### config.mk
export PLATFORM = sky130hd
export DESIGN_NAME = mul_product_combine
export DESIGN_NICKNAME = d
export VERILOG_FILES = /design/src/rtl/mul_product_combine.sv
export SDC_FILE = /design/constraint.sdc
export NUM_CORES = 1
export LEC_CHECK = 0
export ABC_CLOCK_PERIOD_IN_PS = 6900
export BUFFER_PORTS_ARGS = -buffer_cell sky130_fd_sc_hd__buf_2
export CAP_MARGIN = 0
export CORE_AREA = 2 2 169 171
export CTS_CLUSTER_SIZE = 12
export DETAILED_ROUTE_END_ITERATION = 10
export DIE_AREA = 0 0 171 173
export PLACE_DENSITY = 0.65
export SLEW_MARGIN = 10
export SYNTH_ARGS = -nofsm -noshare
export SYNTH_HDL_FRONTEND = slang
export SYNTH_SLANG_ARGS = --single-unit
### constraint.sdc
create_clock -name clk -period 6.9 [get_ports clk]
set_input_delay 0.345 -clock clk [delete_from_list [all_inputs] [get_ports clk]]
set_output_delay 0.345 -clock clk [all_outputs]
set_load 0.02 [all_outputs]
### src/rtl/mul_product_combine.sv
// rtl/mul_product_combine.sv - two-stage combiner of 16x16 partial products into a 64-bit product
module mul_product_combine #(
  parameter int HALF_W = 16
) (
  input  logic                clk,
  input  logic                reset,
  input  logic                en,
  input  logic                flush,
  input  logic                in_valid,
  input  logic                in_src1_signed,
  input  logic                in_src2_signed,
  input  logic                in_hi,
  input  logic [4:0]          in_dst,
  input  logic [2*HALF_W-1:0] in_p1,
  input  logic [2*HALF_W-1:0] in_p2,
  input  logic [2*HALF_W-1:0] in_p3,
  input  logic [2*HALF_W-1:0] in_p4,
  output logic                out_valid,
  output logic [2*HALF_W-1:0] out_result,
  output logic [4*HALF_W-1:0] out_product,
  output logic [4:0]          out_dst
);

  localparam int PW = 2 * HALF_W;
  localparam int FW = 4 * HALF_W;
  localparam int MW = PW + 2;

  logic [MW-1:0] ext_p2;
  logic [MW-1:0] ext_p3;
  logic [MW-1:0] mid;

  logic          s1_valid;
  logic [PW-1:0] s1_p1;
  logic [PW-1:0] s1_p4;
  logic [MW-1:0] s1_mid;
  logic          s1_hi;
  logic [4:0]    s1_dst;

  logic [FW-1:0] mid_wide;
  logic [FW-1:0] product;

  // Stage-1 cross-term sum; the two extra bits hold the carry and the sign
  always_comb begin
    ext_p2 = {{2{in_src2_signed & in_p2[PW-1]}}, in_p2};
    ext_p3 = {{2{in_src1_signed & in_p3[PW-1]}}, in_p3};
    mid    = ext_p2 + ext_p3;
  end

  // Stage-2 final sum; p4 lands at bit 2*HALF_W so its extension bits fall
  // off the top of the product and only its low word is kept in stage 1.
  // The top bit of mid is zero for unsigned sums, so sign-extending it is always safe.
  always_comb begin
    mid_wide = {{(FW-MW){s1_mid[MW-1]}}, s1_mid};
    product  = {{PW{1'b0}}, s1_p1} + (mid_wide << HALF_W) + {s1_p4, {PW{1'b0}}};
  end

  // Pipeline registers: reset clears all, flush clears valids even when stalled
  always_ff @(posedge clk) begin
    if (reset) begin
      s1_valid    <= 1'b0;
      s1_p1       <= '0;
      s1_p4       <= '0;
      s1_mid      <= '0;
      s1_hi       <= 1'b0;
      s1_dst      <= '0;
      out_valid   <= 1'b0;
      out_result  <= '0;
      out_product <= '0;
      out_dst     <= '0;
    end else begin
      if (en) begin
        s1_p1       <= in_p1;
        s1_p4       <= in_p4;
        s1_mid      <= mid;
        s1_hi       <= in_hi;
        s1_dst      <= in_dst;
        out_product <= product;
        out_result  <= s1_hi ? product[FW-1:PW] : product[PW-1:0];
        out_dst     <= s1_dst;
      end
      if (flush) begin
        s1_valid  <= 1'b0;
        out_valid <= 1'b0;
      end else if (en) begin
        s1_valid  <= in_valid;
        out_valid <= s1_valid;
      end
    end
  end

endmodule
### Word-level counts from Yosys, hierarchy flattened

Index checks and enable logic that the tools add are counted.

| storage, ports and cells | value |
|---|---|
| latch bits | 0 |
| input bits | 141 |
| word-level logic and storage cells | 17 |
| memory bits (read-only) | 0 |
| memories | 0 |
| output and inout port bits | 102 |
| memory bits (writable) | 0 |
| register bits after elaboration | 207 |

| operators by class | value |
|---|---|
| add/sub/neg operators | 3 |
| reductions and logical operators | 1 |
| equal/unequal tests | 0 |
| divide/modulo/power cells | 0 |
| $lt $le $gt $ge | 0 |
| bitwise gates (word level) | 2 |
| mux-type cells | 1 |
| shift-type cells | 0 |
| multipliers | 0 |

Operators with widths:

| cell | number |
|---|---|
| adder 64 bit | 1 |
| adder 33 x 50 -> 51 bit | 1 |
| adder 33 x 33 -> 34 bit | 1 |
| two-way mux 32 bit | 1 |
| bitwise AND 1 bit | 2 |
| OR reduction 2 bit | 1 |

### Logic depth before layout (Yosys ltp)

Gate-level depths: netlist of the first run.

| depth | value |
|---|---|
| depth in word-level cells | 3 |
| depth in mapped cells | 22 |
| gate-level depth less buffers | 22 |

### Least setup slack after synthesis of the first run

OpenSTA, ideal clock, no wires.

| path | value |
|---|---|
| kind | register -> register |
| start point | register s1_p1[16] |
| end point | register out_result[29] |
| stages on the path, launching flop included | 19 |
| buffers on the path | 0 |
| setup slack | 1.993 ns |
| data arrival time | 4.816 ns |
| required time | 6.809 ns |
| cells stage by stage | dfxtp_1 -> ha_1 -> inv_1 -> fa_1 -> nor2b_1 -> o31a_1 -> o21ai_0 -> o211ai_1 -> a41oi_1 -> ha_1 -> and2_0 -> nand4_1 -> o211ai_1 -> a21oi_1 -> a21bo_2 -> a2111o_1 -> a2111oi_4 -> o31ai_1 -> a311oi_1 |

| between the ends | value |
|---|---|
| word-level cells in the longest chain between the ends | 3 |

Ends and longest elaborated chain:

| element | line | RTL |
|---|---|---|
| from (decl) | 33 | `logic [PW-1:0] s1_p1;` |
| from (signal assigned) | 72 | `s1_p1 <= in_p1;` |
| adder 33 x 50 -> 51 bit | 54 | `product = {{PW{1'b0}}, s1_p1} + (mid_wide << HALF_W) + {s1_p4, {PW{1'b0}}};` |
| adder 64 bit | 54 |  |
| two-way mux 32 bit | 78 | `out_result <= s1_hi ? product[FW-1:PW] : product[PW-1:0];` |
| to (signal assigned) | 78 |  |
| to (decl) | 19 | `output logic [2*HALF_W-1:0] out_result,` |

Every way passes these cells.
A chain may end at the register's enable or synchronous reset.

### Worst setup path in the final report of the first run

| path | value |
|---|---|
| start point | register s1_mid[0] |
| end point | register out_result[29] |

| between the ends | value |
|---|---|
| word-level cells in the longest chain between the ends | 3 |

Ends and longest elaborated chain:

| element | line | RTL |
|---|---|---|
| from (decl) | 35 | `logic [MW-1:0] s1_mid;` |
| from (signal assigned) | 74 | `s1_mid <= mid;` |
| adder 33 x 50 -> 51 bit | 54 |  |
| adder 64 bit | 54 |  |
| two-way mux 32 bit | 78 |  |

Every way passes these cells.

==> results_dict.tcl, run 1 <==
set metrics [dict create \
    status "finished, final reports clean" \
    drtIter0Drc 727 \
    yosys_register_bits 207 \
    synthSimpleGateAreaFrac_pct 16.29 \
    crit_fanout 4 \
    row_count 61 \
    ctsRootBufferMaster "clkbuf_16" \
    end_kind "register" \
    cp_slowest_stage_delay_ns 0.59 \
    grt_remaining_overflow 0 \
    yosysTopAreaCell "dfxtp_1" \
    syn_nets 1618 \
    cts.sinks 207 \
    met3_usage_pct 3.685 \
    cap_violations 0 \
    grt_max_degree 90 \
    critPathArrivalTime_ns 5.83 \
    pre_cts_ws_ns 1.526 \
    yosysWarningCount 0 \
    grt_use_met2_pct 36.06 \
    cp_slowest_cell "a2111oi_0" \
    fin_crit_sh_pct 79.57 \
    core_area_um2 27630 \
    start_util_pct 43.41 \
    wl_um 34320 \
    clockPowerShare_pct 36.1 \
    first_global_vias 9955 \
    cts_buffers 23 \
    gp_congestion 0.9050 \
    p_switching_w 0.001041 \
    path_clk_slew_ns 0.06 \
    ir_worst_vdd_v 0.0001666 \
    die_area_um2 29580 \
    use_met1_pct 31.48 \
    hold_path_class "in -> reg" \
    ys_async_sr_fraction_pct 0 \
    p_comb_share_pct 23.9 \
    drt-pass1-iter-count 5 \
    vias_per_cell 5.396 \
    r2r_slack_ns 1.41 \
    syn_to_final_growth_pct 19.06 \
    rsz0062_at_grt "false" \
    swShare_pct 30.75 \
    final_area_um2 14280 \
    path_buf_inv 1 \
    drv_slew 0 \
    setup_tns_ns 0 \
    grt_pass1_wl_um 53410 \
    via_count 10770 \
    crit_required_ns 7.24 \
    dpl.hpwl_um 26320 \
    cts_tree "done" \
    synth_top_family_by_area "compound AO/OA/AOI/OAI gates" \
    dpl_cell_area_um2 13520 \
    io_buffers 242 \
    maxSlewHeadroom_pct 26.48 \
    drc_errors 0 \
    synthFlopType "dfxtp_1" \
    wl_per_cell_um 17.19 \
    chipHeight_um 173 \
    track_usage_pct 22.45 \
    clock_latency_ns 0.52 \
    synth_area_leaders "dfxtp_1, mux2i_1, ha_1" \
    tightest_slew_ns 1.103 \
    hold_slack_ns 0.06277 \
    finalSetupViolations 0 \
    cp-start-kind "register" \
    io_pins 243 \
    fin_worst_skew_ns 0.01422 \
    nNetsFinal 1834 \
    layout-drive-gt1-share_pct 18.23 \
    power_w 0.003384 \
    cts-resized-gates 0 \
    hold_viol_final 0 \
    powerDensity_nw_per_um2 237.0 \
    synth-compound-area-share_pct 17.92 \
    period_needed_ns 5.491 \
    p_seq_share_pct 40.0 \
    yosysUniqueCellTypes 67 \
    synth-seq-area-share_pct 34.55 \
    synth_edf_count 0 \
    setup_slack_ns 1.409 \
    syn_inst 1388 \
    p_leak_nw 6.900 \
    clockBufferDepth 3 \
    final_antenna_net_count 0 \
    synthAdderAreaFrac_pct 9.472 \
    yosys.area.top_type_share_pct 34.55 \
    n_antenna_cell 0 \
    crit_family "compound AO/OA/AOI/OAI gates" \
    die_w_um 171 \
    syn_area_per_cell_um2 8.641 \
    antenna_found_initial 0 \
    synth_mux_area_share_pct 13.52 \
    path_cells "ha_1 -> inv_1 -> fa_1 -> nor2b_1 -> o31a_1 -> o21ai_0 -> o21a_1 -> o21ai_0 -> a21oi_1 -> nor2_1 -> and3_1 -> xor2_1 -> ha_1 -> a21oi_1 -> o211ai_1 -> a41oi_2 -> a311oi_1 -> a21bo_2 -> a2111oi_0 -> nor4_1 -> o31ai_1 -> a311oi_1" \
    n_fill_cell 2738 \
    timing.fmax_ghz 0.1821 \
    critical_path_class "reg -> reg" \
    syn_area_um2 11990 \
    busiest_layer "met2" \
    internal_power_w 0.002343 \
    yosys.area_share.xor_xnor_pct 5.039 \
    ctsHtreeMaxLevel 1 \
]
-- layer usage --
metal  routed length (um)  share of wire, %
met1                15910                46
met2                15640                46
met3                 2040               5.9
met4                  727               2.1
met5                    0                 0
-- cell usage in the layout (no fill, tap or decap), types with 7 or more instances in the layout --
cell,count
nor2b_1,7
xor2_1,25
a21oi_1,81
mux2i_1,162
xnor2_1,44
nor3_1,31
o22ai_1,8
ha_1,86
a211oi_1,40
nand3_1,22
nand2_1,85
clkbuf_16,23
clkbuf_1,7
a31oi_1,10
nand4_1,11
a21o_1,37
inv_1,41
o211ai_1,11
a311oi_1,8
o21a_1,21
o31ai_1,7
o21ai_0,36
nor2_1,228
buf_4,7
buf_2,240
and2_1,7
and3_1,22
dfxtp_1,207
-- worst paths after layout --
kind / from / to / cells past startpoint
hold reg to reg: s1_mid[10] / s1_mid[10] / 2
hold / removal: in_p1[25] / s1_p1[25] / 3
setup / recovery: s1_mid[0] / out_result[29] / 22
setup reg to reg: s1_mid[0] / out_result[29] / 22
-- timing repair --
action	CTS	global route
hold endpoints to repair	2	0
buffers inserted	0	0
hold buffers	1	0
-- cell usage after synthesis (all sizes together) (6+ instances only) --
cell and number:
a311oi 8, a211o 6, dfxtp 207, clkbuf 44, o311ai 7, ha 86
a31oi 10, mux2i 162, or3 6, inv 41, o22ai 8, xnor2 44
and2 8, nand2 85, nand4 11, o21ai 37, a21boi 6, and3 22
o31ai 7, xor2 25, o211ai 11, nor3 31, a211oi 41, nor2 228
nor4 6, nand3 22, o21a 21, a21o 38, nor2b 7, a21oi 81
buf 15
-- power groups by stage --
stage	registers, W	logic [W]	clock network (W)
3_3_place_gp	0.00137	0.000801	0
4_1_cts	0.00135	0.000810	0.00125
6_report	0.00135	0.000809	0.00122
2_1_floorplan	0.00141	0.000500	0
5_1_grt	0.00136	0.000889	0.00130
3_5_place_dp	0.00138	0.000805	0
-- final cells by class --
type | instances | area, um^2 | share of cell area (%)
tap | 378 | 473.0 | 3.312
multi-input combinational | 1079 | 7466 | 52.28
timing repair buffer | 250 | 1290 | 9.034
clock buffer | 31 | 615.6 | 4.311
inverter | 43 | 161.4 | 1.130
sequential | 207 | 4144 | 29.02
clock inverter | 8 | 130.1 | 0.9112
-- flip-flops by register name (all words and copies together), names as in the netlist --
register and count:
out_product 64, out_dst 5, s1_hi 1, s1_dst 5
out_result 32, out_valid 1, s1_p4 32, s1_p1 32
s1_valid 1, s1_mid 34
-- logic make-up (layout without fill, tap and decap cells) --
| kind of cell | Yosys count | in the layout |
|---|---|---|
| and+or+nand+nor | 445 | 445 |
| buffers and inverters | 102 | 332 |
| adders and majority gates | 89 | 89 |
| xor gates and xnor gates | 69 | 69 |
| AOI/OAI and AO/OA | 314 | 314 |
| DFF | 207 | 207 |
| muxes | 162 | 162 |
-- tightest hold or removal path, stage by stage --
cell     delay, ns
buf_2         0.07
mux2i_1       0.05
nor2_1        0.08
-- per-stage QoR --
step	util (%)	instances
after detailed placement	48.95	1956
after global placement	48.95	1956
after floorplan	-	1388
after CTS	51.68	1996
final	51.68	1996
after global routing	51.68	1996
(Power assumes the default switching activity.)
==> run 2, diff against run 1 <==
--- a/config.mk
+++ b/config.mk
@@ -5,14 +5,14 @@
 export SDC_FILE = /design/constraint.sdc
 export NUM_CORES = 1
 export LEC_CHECK = 0
-export ABC_CLOCK_PERIOD_IN_PS = 6900
+export ABC_CLOCK_PERIOD_IN_PS = 4700
 export BUFFER_PORTS_ARGS = -buffer_cell sky130_fd_sc_hd__buf_2
 export CAP_MARGIN = 0
 export CORE_AREA = 2 2 169 171
 export CTS_CLUSTER_SIZE = 12
 export DETAILED_ROUTE_END_ITERATION = 10
 export DIE_AREA = 0 0 171 173
-export PLACE_DENSITY = 0.65
+export PLACE_DENSITY = 0.68
 export SLEW_MARGIN = 10
 export SYNTH_ARGS = -nofsm -noshare
 export SYNTH_HDL_FRONTEND = slang
==> constraint.sdc (replaced) <==
create_clock -name clk -period 4.7 [get_ports clk]
set_input_delay 0.235 -clock clk [delete_from_list [all_inputs] [get_ports clk]]
set_output_delay 0.235 -clock clk [all_outputs]
set_load 0.02 [all_outputs]
==> run 2 against run 1 <==
  * The flow now finishes with violations (setup timing)
  * Maximum frequency grew 15%
  * Register-to-register slack worse by 1.5 ns
  * Via count increased by 9.1%
  * Cell area up 16%
  * Hold slack worse by 0.020 ns
  * Critical endpoint is now out_product[62]
  * Die area is the same
==> results_dict.tcl, run 2 (synthesis gave the netlist of run 1 again) <==
set metrics [dict create \
    setup_slack_ns -0.06174 \
    hold_depth 3 \
    drv_slew 0 \
    timing.fmax_ghz 0.2100 \
    violations "setup timing" \
    p_seq_share_pct 38.5 \
    cp-start-kind "register" \
    cp_slowest_stage_delay_ns 0.53 \
    drc_errors 0 \
    critPathArrivalTime_ns 5.20 \
    period_needed_ns 4.762 \
    gp_congestion 0.8802 \
    antenna_found_initial 0 \
    grt_remaining_overflow 0 \
    power_w 0.005158 \
    grt_pass1_wl_um 57640 \
    grt_max_degree 175 \
    hold_slack_ns 0.04254 \
    hold_start "in_valid" \
    powerDensity_nw_per_um2 310.2 \
    tightest_slew_ns 1.111 \
    nNetsFinal 2047 \
    end_kind "register" \
    stdcell_count 2206 \
    path_clk_slew_ns 0.06 \
    path_cells "ha_4 -> a21o_1 -> a21oi_2 -> o21bai_2 -> o2bb2ai_2 -> a211oi_2 -> o31ai_1 -> buf_4 -> nand4_1 -> buf_4 -> nor2_2 -> xor2_1 -> ha_1 -> o21ai_2 -> buf_4 -> or3_4 -> a21bo_4 -> and2_4 -> o311ai_4 -> a311oi_2 -> or4_1 -> o211ai_1" \
    ctsRootBufferMaster "clkbuf_16" \
    top_regs "out_product: 64 flops, s1_mid: 34 flops" \
    p_leak_nw 8.024 \
    crit_fanout 4 \
    hold_viol_final 0 \
    syn_to_final_growth_pct 38.64 \
    final_antenna_net_count 0 \
    cts_tree "done" \
    holdPathEnd "s1_valid" \
    clock_latency_ns 0.53 \
    hold_path_class "in -> reg" \
    reg2reg_depth 22 \
    io_buffers 242 \
    cts_buffers 23 \
    drtIter0Drc 623 \
    mostFrequentLayoutCell "buf_2" \
    die_area_um2 29580 \
    wl_um 37990 \
    p_comb_share_pct 28.6 \
    start_util_pct 43.41 \
    io_pins 243 \
    critical_path_class "reg -> reg" \
    ir_worst_vdd_v 0.0002818 \
    fin_crit_sh_pct 101.3 \
    clockPowerShare_pct 32.8 \
    crit_required_ns 5.14 \
    mostFrequentLayoutCells "buf_2, nor2_1, dfxtp_1" \
    swShare_pct 31.45 \
    setup_tns_ns -0.09145 \
    dpl.hpwl_um 27500 \
    internal_power_w 0.003536 \
    core_area_um2 27630 \
    cts.sinks 207 \
    row_count 61 \
    status "finished with violations" \
    rsz0062_at_grt "true" \
    pre_cts_ws_ns -0.3561 \
    chipHeight_um 173 \
    top_register "out_product" \
    die_w_um 171 \
    dpl.cell_count 2075 \
    finalSetupViolations 3 \
    drt-pass1-iter-count 5 \
    cpMostUsedCell "buf_4" \
    cp_slowest_cell "or4_1" \
    via_count 11750 \
    vias_per_cell 5.326 \
    track_usage_pct 24.11 \
    n_antenna_cell 0 \
    largest_reg_flops 64 \
    r2r_start "s1_mid[1]" \
    r2r_slack_ns -0.06 \
    p_switching_w 0.001622 \
    first_global_vias 11070 \
    wl_per_cell_um 17.22 \
    cap_violations 0 \
    clockBufferDepth 3 \
    fin_worst_skew_ns 0.01287 \
    r2r_end "out_product[62]" \
    ctsHtreeMaxLevel 1 \
    maxSlewHeadroom_pct 25.90 \
    layout-drive-gt1-share_pct 29.16 \
]
-- run 2: cell types whose count changed in the layout (fill, tap and decap cells not counted), moves of 8 or more --
| cell | delta |
|---|---|
| dlygate4sd3_1 | +70 |
| a211oi_1 | -8 |
| buf_4 | +135 |
| a21oi_1 | -12 |
| a21oi_2 | +11 |
| ha_4 | +8 |
| ha_1 | -9 |
-- run 2: critical path, delay by kind of cell, from the launching register on --
family                     cells  cell delay (ns)
DFF                            1             0.35
buffers and inverters          3             0.55
and+or+nand+nor                5             1.35
adders and majority gates      2             0.50
AOI/OAI and AO/OA             11             1.77
xor gates and xnor gates       1             0.16
-- run 2: timing repair --
item                                    4_1_cts  5_1_grt
buffers inserted                              8       19
pin swaps                                    28       79
resized for setup                            26      100
hold endpoints to repair                     72        0
hold buffers                                 71        0
endpoints found under the setup margin       27       39
-- run 2: final cells by class --
class                   instances  area [um^2]
repair buffers                463         3103
clock buffers                  33        673.1
well taps                     378        473.0
inverters                      43        161.4
clock inverters                 3        21.27
flip-flops and latches        207         4155
fillers                      2430        11000
multi-input cells            1079         8041
-- run 2: power by group through the flow --
stage	Clock, W	Combinational (W)	Sequential, W
2_1_floorplan	0	0.000734	0.00207
3_3_place_gp	0	0.00131	0.00201
3_5_place_dp	0	0.00132	0.00202
4_1_cts	0.00172	0.00139	0.00198
5_1_grt	0.00178	0.00160	0.00200
6_report	0.00169	0.00148	0.00199
-- run 2: how the worst max path moves through the flow --
stage | start | end | slack (ns)
global route | s1_mid[1] | out_result[29] | -0.27
global placement | s1_p1[16] | out_result[31] | -0.20
CTS | s1_mid[0] | out_result[29] | -0.04
floorplan | s1_p1[16] | out_result[29] | 0.03
finish | s1_mid[1] | out_product[62] | -0.06
detailed placement | s1_p1[16] | out_result[31] | -0.36
-- run 2: metrics by stage --
stage | utilization [%] | instance area, um^2
after global placement | 52.26 | 14440
after CTS | 57.90 | 16000
after global routing | 60.18 | 16630
after floorplan | - | 12000
final | 60.18 | 16630
after detailed placement | 52.26 | 14440
-- run 2: per-layer routing --
metal	track usage, %	part of all wire [%]	vias to the layer above
li1	-	-	5859
met5	0	0	-
met2	40.71	48	316
met3	3.983	5.1	79
met4	7.309	3.5	0
met1	31.39	44	5495
==> run 3, diff against run 2 <==
--- a/config.mk
+++ b/config.mk
@@ -5,14 +5,13 @@
 export SDC_FILE = /design/constraint.sdc
 export NUM_CORES = 1
 export LEC_CHECK = 0
-export ABC_CLOCK_PERIOD_IN_PS = 4700
+export ABC_CLOCK_PERIOD_IN_PS = 5540
 export BUFFER_PORTS_ARGS = -buffer_cell sky130_fd_sc_hd__buf_2
 export CAP_MARGIN = 0
-export CORE_AREA = 2 2 169 171
+export CORE_AREA = 2 2 203 205
 export CTS_CLUSTER_SIZE = 12
 export DETAILED_ROUTE_END_ITERATION = 10
-export DIE_AREA = 0 0 171 173
-export PLACE_DENSITY = 0.68
+export DIE_AREA = 0 0 205 207
 export SLEW_MARGIN = 10
 export SYNTH_ARGS = -nofsm -noshare
 export SYNTH_HDL_FRONTEND = slang
==> constraint.sdc (replaced) <==
create_clock -name clk -period 5.54 [get_ports clk]
set_input_delay 0.277 -clock clk [delete_from_list [all_inputs] [get_ports clk]]
set_output_delay 0.277 -clock clk [all_outputs]
set_load 0.02 [all_outputs]
==> run 3 against run 2 <==
  * The flow now finishes without violations
  * Largest power group unchanged
  * Global-route usage shrank 6.0 points
  * Clock skew decreased by 0.0031 ns
  * Critical path type unchanged
  * Wire length grew 4.1%
==> results_dict.tcl, run 3 (synthesis gave the netlist of run 1 again) <==
set metrics [dict create \
    drtIter0Drc 570 \
    io_pins 243 \
    timing.fmax_ghz 0.1937 \
    layout-drive-gt1-share_pct 18.71 \
    first_global_vias 10490 \
    maxSlewHeadroom_pct 29.99 \
    hold_slack_ns 0.02571 \
    hold_viol_final 0 \
    crit_required_ns 5.98 \
    wl_um 39560 \
    dpl.cell_count 2123 \
    antenna_found_initial 0 \
    finalSetupViolations 0 \
    mostFrequentLayoutCell "buf_2" \
    track_usage_pct 18.09 \
    postCtsSetupBuffers 0 \
    cts.sinks 207 \
    tightest_slew_ns 1.050 \
    period_needed_ns 5.163 \
    p_leak_nw 7.260 \
    ctsRootBufferMaster "clkbuf_16" \
    via_count 11090 \
    setup_tns_ns 0 \
    powerDensity_nw_per_um2 288.3 \
    final_antenna_net_count 0 \
    core_area_um2 40370 \
    cts_buffers 25 \
    row_count 74 \
    grt_max_degree 80 \
    status "finished, final reports clean" \
    die_area_um2 42440 \
    gp_congestion 0.8845 \
    chipHeight_um 207 \
    nNetsFinal 1914 \
    clock_latency_ns 0.54 \
    top_regs "out_product: 64 flops, s1_mid: 34 flops" \
    hold_path_class "in -> reg" \
    drt-pass1-iter-count 5 \
    vias_per_cell 4.968 \
    largest_reg_flops 64 \
    rsz0062_at_grt "false" \
    die_w_um 205 \
    mostFrequentLayoutCells "buf_2, nor2_1, dfxtp_1" \
    finish.utilization_pct 37.92 \
    ctsHtreeMaxLevel 1 \
    cp-start-kind "register" \
    drc_errors 0 \
    crit_fanout 4 \
    grt_remaining_overflow 0 \
    fin_crit_sh_pct 93.20 \
    wl_per_cell_um 17.72 \
    io_buffers 242 \
    busiest_layer "met2" \
    clockBufferDepth 3 \
    grt_use_met2_pct 29.49 \
    top_register "out_product" \
    grt_pass1_wl_um 60220 \
    stdcell_count 2232 \
    dpl.hpwl_um 30190 \
    cap_violations 0 \
    syn_to_final_growth_pct 27.61 \
    critical_path_class "reg -> reg" \
    cts_tree "done" \
    critPathArrivalTime_ns 5.61 \
    ir_worst_vdd_v 0.0002397 \
    use_met1_pct 24.91 \
    n_antenna_cell 0 \
    path_clk_slew_ns 0.06 \
    drv_slew 0 \
    end_kind "register" \
    fin_worst_skew_ns 0.009743 \
    start_util_pct 29.71 \
    met3_usage_pct 3.320 \
]
-- run 3: final cells by class --
cell class / instances / area [um^2]
clock buffers: 35 / 703.2
clock inverters: 8 / 106.4
fillers: 4232 / 25060
inverters: 43 / 161.4
multi-input cells: 1079 / 7487
flip-flops and latches: 207 / 4144
well taps: 532 / 665.6
repair buffers: 328 / 2038
-- run 3: what timing repair did --
action | 4_1_cts | 5_1_grt
hold endpoints to repair | 67 | 0
gates resized for setup | 0 | 7
hold buffers | 66 | 0
setup endpoints to repair | 0 | 12
-- run 3: per-stage QoR --
stage / area, um^2 / setup slack [ns] / total power [W]
6_report: 15310 / 0.3765 / 0.004412
5_1_grt: 15310 / 0.0006462 / 0.004643
4_1_cts: 15280 / 0.1456 / 0.004471
3_5_place_dp: 13810 / 0.1792 / 0.002770
3_3_place_gp: 13810 / 0.3179 / 0.002760
2_1_floorplan: 11990 / 0.6331 / 0.002383
-- run 3: final timing paths --
kind / start / endpoint / slack (ns) / depth (start not counted)
setup / recovery: s1_mid[0] / out_result[29] / 0.38 / 22
hold / removal: in_p4[4] / s1_p4[4] / 0.03 / 3
setup reg to reg: s1_mid[0] / out_result[29] / 0.38 / 22
hold reg to reg: out_product[28] / out_product[28] / 0.47 / 2
-- run 3: where the power goes --
part,internal (W),leakage (nW),switching (W)
Combinational,0.000439,5.17,0.000646
Sequential,0.00160,1.70,0.0000833
Clock,0.000976,0.389,0.000664
-- run 3: critical path, stage by stage (launching register included) --
cell       delay [ns]
dfxtp_1          0.34
ha_1             0.18
inv_1            0.06
fa_1             0.40
nor2b_1          0.17
o31a_1           0.23
o21ai_1          0.16
o21a_1           0.22
o21ai_0          0.16
a21oi_1          0.13
nor2_2           0.16
and3_1           0.19
xor2_1           0.16
ha_1             0.29
a21oi_2          0.20
o211ai_1         0.14
a41oi_2          0.27
a311oi_2         0.16
a21bo_2          0.28
a2111o_1         0.44
a2111oi_4        0.35
o31ai_1          0.12
a311oi_1         0.26
-- run 3: routing by layer --
metal / routed length [um] / up-vias
met5: 0 / -
met2: 18320 / 263
met4: 766 / 0
met1: 18410 / 5198
li1: - / 5582
met3: 2066 / 45
